[config.mk]
export PLATFORM = sky130hd
export DESIGN_NAME = instr_stream_encoder
export DESIGN_NICKNAME = d
export VERILOG_FILES = /design/src/rtl/instr_stream_encoder.sv
export SDC_FILE = /design/constraint.sdc
export NUM_CORES = 1
export LEC_CHECK = 0
export ABC_AREA = 1
export CORE_AREA = 4 4 86 88
export CTS_BUF_LIST = sky130_fd_sc_hd__clkbuf_4
export CTS_CLUSTER_SIZE = 40
export DETAILED_ROUTE_END_ITERATION = 8
export DIE_AREA = 0 0 90 92
export GPL_TIMING_DRIVEN = 0
export PLACE_DENSITY = 0.94
export SETUP_SLACK_MARGIN = 0.1
export SLEW_MARGIN = 10
export SYNTH_ARGS = -nofsm -noshare
export SYNTH_HDL_FRONTEND = slang
export SYNTH_SLANG_ARGS = --single-unit
[constraint.sdc]
create_clock -name CLK -period 3.15 [get_ports CLK]
set_input_delay 0.315 -clock CLK [delete_from_list [all_inputs] [get_ports CLK]]
set_output_delay 0.315 -clock CLK [all_outputs]
set_load 0.005 [all_outputs]
[src/rtl/instr_stream_encoder.sv]
// instr_stream_encoder: turns decoded instruction descriptors into 32-bit
// ARM-subset words and writes them to instruction memory at consecutive
// word addresses starting at StartAddr.
//
// Handshake rules: a descriptor transfers on a rising edge where
// InValid & InReady; a memory write completes on a rising edge where
// MemWE & MemReady. While MemWE is high and MemReady is low, MemWE,
// MemAddr and MemWData hold their values.
//
// Optional build macro: ERR_ABORT_EN. When it is defined, an illegal
// descriptor ends the program: nothing is written for it, and the rest of
// the program is drained. When it is undefined, NOP_WORD is written in
// place of the illegal descriptor and the stream carries on.
module instr_stream_encoder #(
  parameter int          AW       = 8,
  parameter logic [31:0] NOP_WORD = 32'hE1A00000
) (
  input  logic          CLK,
  input  logic          nRESET,
  input  logic          Start,
  input  logic [AW-1:0] StartAddr,
  input  logic          InValid,
  output logic          InReady,
  input  logic          InLast,
  input  logic [2:0]    InCode,
  input  logic [1:0]    InCond,
  input  logic          InImmSel,
  input  logic          InS,
  input  logic          InUp,
  input  logic [3:0]    InRd,
  input  logic [3:0]    InRn,
  input  logic [3:0]    InRm,
  input  logic [11:0]   InImm,
  input  logic [23:0]   InOff,
  output logic          MemWE,
  input  logic          MemReady,
  output logic [AW-1:0] MemAddr,
  output logic [31:0]   MemWData,
  output logic          Busy,
  output logic          Done,
  output logic [AW:0]   Count,
  output logic          Error,
  output logic [1:0]    DbgState
);

  localparam logic [1:0] IDLE   = 2'd0;
  localparam logic [1:0] STREAM = 2'd1;
  localparam logic [1:0] FLUSH  = 2'd2;
`ifdef ERR_ABORT_EN
  localparam logic [1:0] DRAIN  = 2'd3;
`endif

  logic [1:0]    state_q, state_d;
  logic          we_q, we_d;
  logic [AW-1:0] addr_q, addr_d;
  logic [31:0]   wdata_q, wdata_d;
  logic [AW-1:0] nxt_q, nxt_d;
  logic [AW:0]   cnt_q, cnt_d;
  logic          err_q, err_d;
  logic          done_q, done_d;

  logic [3:0]    cond4;
  logic [11:0]   src2;
  logic [31:0]   enc_word;
  logic          illegal;
  logic          accept;
  logic          wr_done;

  // Encode the descriptor currently on the input bus.
  always_comb begin
    illegal  = (InCond == 2'b11);
    src2     = InImmSel ? InImm : {8'b0, InRm};
    cond4    = 4'b1110;
    enc_word = NOP_WORD;
    case (InCond)
      2'b00:   cond4 = 4'b1110;
      2'b01:   cond4 = 4'b0000;
      2'b10:   cond4 = 4'b0001;
      default: cond4 = 4'b1110;
    endcase
    case (InCode)
      3'b000: enc_word = {cond4, 2'b00, InImmSel, 4'b0100, InS, InRn, InRd, src2};
      3'b001: enc_word = {cond4, 2'b00, InImmSel, 4'b0010, InS, InRn, InRd, src2};
      3'b010: enc_word = {cond4, 2'b00, InImmSel, 4'b1101, InS, 4'b0000, InRd, src2};
      3'b011: enc_word = {cond4, 2'b00, InImmSel, 4'b1010, 1'b1, InRn, 4'b0000, src2};
      3'b100: enc_word = {cond4, 2'b01, ~InImmSel, 1'b1, InUp, 2'b00, 1'b0, InRn, InRd, src2};
      3'b101: enc_word = {cond4, 2'b01, ~InImmSel, 1'b1, InUp, 2'b00, 1'b1, InRn, InRd, src2};
      3'b110: enc_word = {cond4, 3'b101, 1'b0, InOff};
      default: enc_word = {cond4, 3'b101, 1'b1, InOff};
    endcase
  end

  // Ready when streaming and the output register is free or emptying now;
  // while draining, everything offered is swallowed.
  always_comb begin
    InReady = (state_q == STREAM) & (~we_q | MemReady);
`ifdef ERR_ABORT_EN
    if (state_q == DRAIN) InReady = 1'b1;
`endif
  end

  assign accept  = InValid & InReady;
  assign wr_done = we_q & MemReady;

  // Next-state logic for the FSM, output register and counters.
  always_comb begin
    state_d = state_q;
    we_d    = we_q;
    addr_d  = addr_q;
    wdata_d = wdata_q;
    nxt_d   = nxt_q;
    cnt_d   = cnt_q;
    err_d   = err_q;
    done_d  = 1'b0;
    if (wr_done) begin
      we_d = 1'b0;
      if (cnt_q != '1) cnt_d = cnt_q + 1'b1;
    end
    case (state_q)
      IDLE: begin
        if (Start) begin
          state_d = STREAM;
          nxt_d   = StartAddr;
          cnt_d   = '0;
          err_d   = 1'b0;
        end
      end
      STREAM: begin
        if (accept) begin
          if (illegal) err_d = 1'b1;
`ifdef ERR_ABORT_EN
          if (illegal) begin
            state_d = InLast ? FLUSH : DRAIN;
          end else begin
            we_d    = 1'b1;
            addr_d  = nxt_q;
            wdata_d = enc_word;
            nxt_d   = nxt_q + 1'b1;
            if (InLast) state_d = FLUSH;
          end
`else
          we_d    = 1'b1;
          addr_d  = nxt_q;
          wdata_d = illegal ? NOP_WORD : enc_word;
          nxt_d   = nxt_q + 1'b1;
          if (InLast) state_d = FLUSH;
`endif
        end
      end
      FLUSH: begin
        if (~we_q | MemReady) begin
          done_d  = 1'b1;
          state_d = IDLE;
        end
      end
`ifdef ERR_ABORT_EN
      DRAIN: begin
        if (accept & InLast) state_d = FLUSH;
      end
`endif
      default: state_d = IDLE;
    endcase
  end

  // State and output registers; reset drops any pending write.
  always_ff @(posedge CLK or negedge nRESET) begin
    if (!nRESET) begin
      state_q <= IDLE;
      we_q    <= 1'b0;
      addr_q  <= '0;
      wdata_q <= '0;
      nxt_q   <= '0;
      cnt_q   <= '0;
      err_q   <= 1'b0;
      done_q  <= 1'b0;
    end else begin
      state_q <= state_d;
      we_q    <= we_d;
      addr_q  <= addr_d;
      wdata_q <= wdata_d;
      nxt_q   <= nxt_d;
      cnt_q   <= cnt_d;
      err_q   <= err_d;
      done_q  <= done_d;
    end
  end

  assign MemWE    = we_q;
  assign MemAddr  = addr_q;
  assign MemWData = wdata_q;
  assign Busy     = (state_q != IDLE);
  assign Done     = done_q;
  assign Count    = cnt_q;
  assign Error    = err_q;
  assign DbgState = state_q;

endmodule

# == Yosys cells after proc, flatten, opt, wreduce, memory -nomap -nowiden ==
# Cells that the tools add are included.
# op_classes
n_addsub,2
n_eq_ne,17
muxes,25
bitwise,6
n_reduce_logical,8
# op_table
operator,count
case mux 28 bit (7 select lines),1
2-to-1 mux 9 bit,4
2-to-1 mux 32 bit,1
2-to-1 mux 8 bit,2
case mux 8 bit (2 select lines),1
2-to-1 mux 12 bit,1
"!= test 2 bit, second input constant",5
"adder 9 x 1 -> 9 bit, second input constant",1
"== test 3 bit, second input constant",3
"!= test 9 bit, second input constant",1
"adder 8 x 1 -> 8 bit, second input constant",1
2-to-1 mux 1 bit,8
2-to-1 mux 2 bit,4
case mux 4 bit (2 select lines),1
AND reduction 4 bit,2
"== test 2 bit, second input constant",3
"== test 3 x 2 -> 1 bit, second input constant",2
case mux 2 bit (3 select lines),1
"== test 2 x 1 -> 1 bit, second input constant",2
nonzero test 2 bit,2
bitwise AND 1 bit,3
"== test 3 x 1 -> 1 bit, second input constant",1
logical NOT 3 bit,1
AND reduction 3 bit,1
5 further kinds,6
# word_totals
regBits,62
inputBits,70
out_inout_bits,56
elab_cells,66

# == Logic depth before layout (Yosys ltp) ==
# depth
depth_word,6
mapped_depth,8
mapped_depth_nobuf,8

# == Worst setup path after synthesis ==
# Ideal clock, no wire load.
# synth_path
path_type,register to register
start,reg cnt_q[0] (netlist: Count[0])
end,reg cnt_q[0] (netlist: Count[0])
t_arrival_ns,1.432
required_ns,3.030
setup_slack_ns,1.598
path_stages_with_launch,9
n_path_buf,0
synth_period_minus_slack_ns,1.552
cell_sequence,dfrtp_1 ha_1 nand2_1 nor2_1 nand3_1 nand2_1 inv_1 nor2_1 nor2_1
# synth_between
elab_chain_len,5
elab_cells_between_ends,6
classes_between,add/sub (1); eq/ne (1); mux (4)
# synth_rtl
item,line_no,rtl
start: declaration,58,"logic [AW:0] cnt_q, cnt_d;"
start signal: assignment,182,cnt_q <= cnt_d;
adder 9 x 1 -> 9 bit / != test 9 bit (equally long branches),117,if (cnt_q != '1) cnt_d = cnt_q + 1'b1;
2-to-1 mux 9 bit,117,
2-to-1 mux 9 bit *,115,if (wr_done) begin
2-to-1 mux 9 bit,121,if (Start) begin
2-to-1 mux 9 bit *,119,case (state_q)
via cnt_d[0],58,
# The timed path passes the listed nets; every way through them passes the cells marked *.
# A chain may end at the register's enable or synchronous reset.

# == Worst setup path in the final report ==
# layout_path
start,reg state_q[1] (netlist: DbgState[1])
end,out InReady
# layout_between
elab_chain_len,2
# layout_rtl
item,line_no,rtl
start: declaration,53,"logic [1:0] state_q, state_d;"
start signal: assignment,177,state_q <= state_d;
== test 2 x 1 -> 1 bit,96,InReady = (state_q == STREAM) & (~we_q | MemReady);
bitwise AND 1 bit,96,
end: declaration,23,"output logic InReady,"
# No other way between the ends.

==> run metrics <==
status completed; Port-buffer cells 125; die width 90 um; sequential element share of the synthesized area 48.62%; root buffer selected by CTS clkbuf_4; area leader, netlist dfrtp_1; Hold Path End nxt_q[1]; vias in the first global route a little over 3000; setup bufs post-CTS 0; Max Cap Viol 0; initial antenna violation count 0; Lkg Pwr 2.170 nW; largest net degree at the start of global routing 61; CP required 2.83 ns; ratio of cells with drive above 1 in the final layout 6.055%; worst skew pair latency 0.39 ns; reg2reg path depth 8; RSZ-0062 raised after global routing false; GRT Util Overall about 22%; Tmin final approximately 2.1 ns; grt ovf 0; DR WL/cell 14.30 um; die area between 8000 and 9000 um2; Top FF cell, synth dfrtp_1; fin area between 4000 and 5000 um2; Post-DP HPWL 6918 um; asr flop ratio synth 100.0%; CTS tree built; Total Routed Length 8937 um; Ports 126; FF-to-FF End Count[0]; cts bufs inserted 9; Vias/cell 5.070; CTS max path bufs 2; Starting Density 46.48%; 1st-pass router iterations 4; final worst clock skew 0.009255 ns; DRC 0; first-pass GRT wire length 14650 um; Cells after Synth between 400 and 500; Post-Syn Area per Cell ~7.6 um2; Synth Net Count 478; DRT iter0 DRCs 119; top cell type's share of synthesized area 48.62%; Area after DPL 4437 um2; Netlist Area Pre-Place 3088 um2; cts hold-fix bufs 1; fin util 68.44%; final hold vios 0; clock sinks 60; Post-CTS Resized 0; Final Cycle Share 68.25%; Rows 30; number of synthesized flops with an enable pin 0; Max Clk Rate roughly 470 MHz; Net count, final between 600 and 700; antenna-violating nets left 0; Worst Setup End Kind output pin; most frequent cell after synthesis nand2_1; CP startpoint kind register; diode count 0; Die Ht 92 um; #FFs+latches synth 60; Reg-to-Reg Start Count[0]; max_slew headroom approximately 50%; CP Class register to output pin; clk slew on worst S/H paths about 0.1 ns; Area Growth Syn to Fin 47.24%; CP max FO 8; Max IR drop VDD 0.0004851 V; hold path cells 3; Synth cell types 30; Vias between 3000 and 4000; hold path startpoint StartAddr[1]; H-tree depth 3; Hold Crit Class input port to register; top cells by count, synth 136 x nand2_1, 60 x dfrtp_1, 38 x nor2_1; final setup violation count 0; CP Data Arrival Time 1.83 ns; power per cell area roughly 750 nW/um2; CORE AREA between 6000 and 7000 um2; Final Max Slew Viols 0; FF-to-FF setup slack 1.25 ns; GPL Wtd Cong 0.8719; synth top area cells dfrtp_1 49%, nand2_1 17%, nand3_1 4.9%, nor2_1 4.6%, inv_1 4.3%; Yosys Warn Count 0; Worst-Margin Slew 0.7465 ns
-- power by group --
group          internal, mW  switching [mW]
registers              1.07           0.242
logic                 0.886           0.778
clock network         0.169           0.265
total                  2.13            1.28
-- sequential cells by signal, indices dropped and copies added (netlist names) --
register and count:
Count 9, DbgState 2, Done 1, Error 1, MemAddr 8, MemWData 30, MemWE 1, nxt_q 8
-- how the worst max path moves through the flow --
| stage | from | to | slack (ns) | cells past startpoint |
|---|---|---|---|---|
| final | DbgState[1] | InReady | 1.00 | 4 |
| after global placement | nRESET | nxt_q[0] | -0.1 | 1 |
| after floorplan | Count[0] | Count[0] | 1.60 | 8 |
| after detailed placement | InCode[2] | MemWData[23] | 1.16 | 8 |
| after CTS | DbgState[1] | InReady | 0.97 | 4 |
| after global routing | DbgState[1] | InReady | 0.84 | 4 |
-- through the flow --
step,TNS [ns],setup WS (ns),std cells,hold slack [ns],power [mW]
after floorplan,0,1.598,404,0.01941,2.086
after detailed placement,0,1.158,609,0.4305,2.994
after global routing,0,0.8368,625,0.4938,3.673
after CTS,0,0.9695,625,0.4656,3.433
final,0,1.000,625,0.4816,3.412
after global placement,-5.592,-0.09678,609,0.4602,2.925
-- worst max-delay path, stage by stage (launching register included) --
cell and delay (ns):
dfrtp_1 0.50, inv_1 0.11, nand2_1 0.18, nor2_1 0.15
clkdlybuf4s50_1 0.50
-- kinds of logic after synthesis --
group	after synthesis	synth area share, %
XOR/XNOR	2	0.5674
buffers and inverters	53	7.455
AND/OR/NAND/NOR	215	28.89
adder cells (fa/ha/maj)	4	1.621
flip-flops	60	48.62
AO/OA/AOI/OAI	70	12.84
-- final cells by class --
class	count	area (um2)
Tap cell	80	100.1
Clock inverter	4	17.52
Buffer	15	87.58
Sequential cell	60	1501
Multi-Input combinational cell	291	1356
Clock buffer	11	82.58
Inverter	38	142.6
Fill cell	549	2097
Timing Repair Buffer	126	1259
-- metal layers --
layer  GRT usage (%)  vias to the layer above  part of all wire, %
met3           5.004                       16                  6.3
met4           8.673                        0                  2.0
met1           26.52                     1468                   42
li1                -                     1580                    -
met5               0                        -                    0
met2           37.34                      105                   49
-- placed cells by master, fill, tap and decap left out --
cell type and instances:
nand2_1 136, clkdlybuf4s50_1 124, dfrtp_1 60, nor2_1 38, inv_1 35, nand3_1 30, o21ai_0 23, a21oi_1 21
clkbuf_4 11, o21ai_1 10, buf_4 6, a22o_1 6, nand4_1 4, buf_2 4, clkbuf_1 4, o31ai_1 4
ha_1 4, inv_2 3, nor3_1 2, or2_2 2, o22ai_1 2, clkinv_2 2, clkinv_1 2, xor2_1 1
xnor2_1 1, nor2_8 1, nand3_2 1, buf_6 1, nor2_4 1, a22oi_1 1, a2bb2oi_1 1, a21oi_2 1
buf_1 1, a31oi_1 1, dlygate4sd3_1 1
Power figures use the tool's default switching activity.
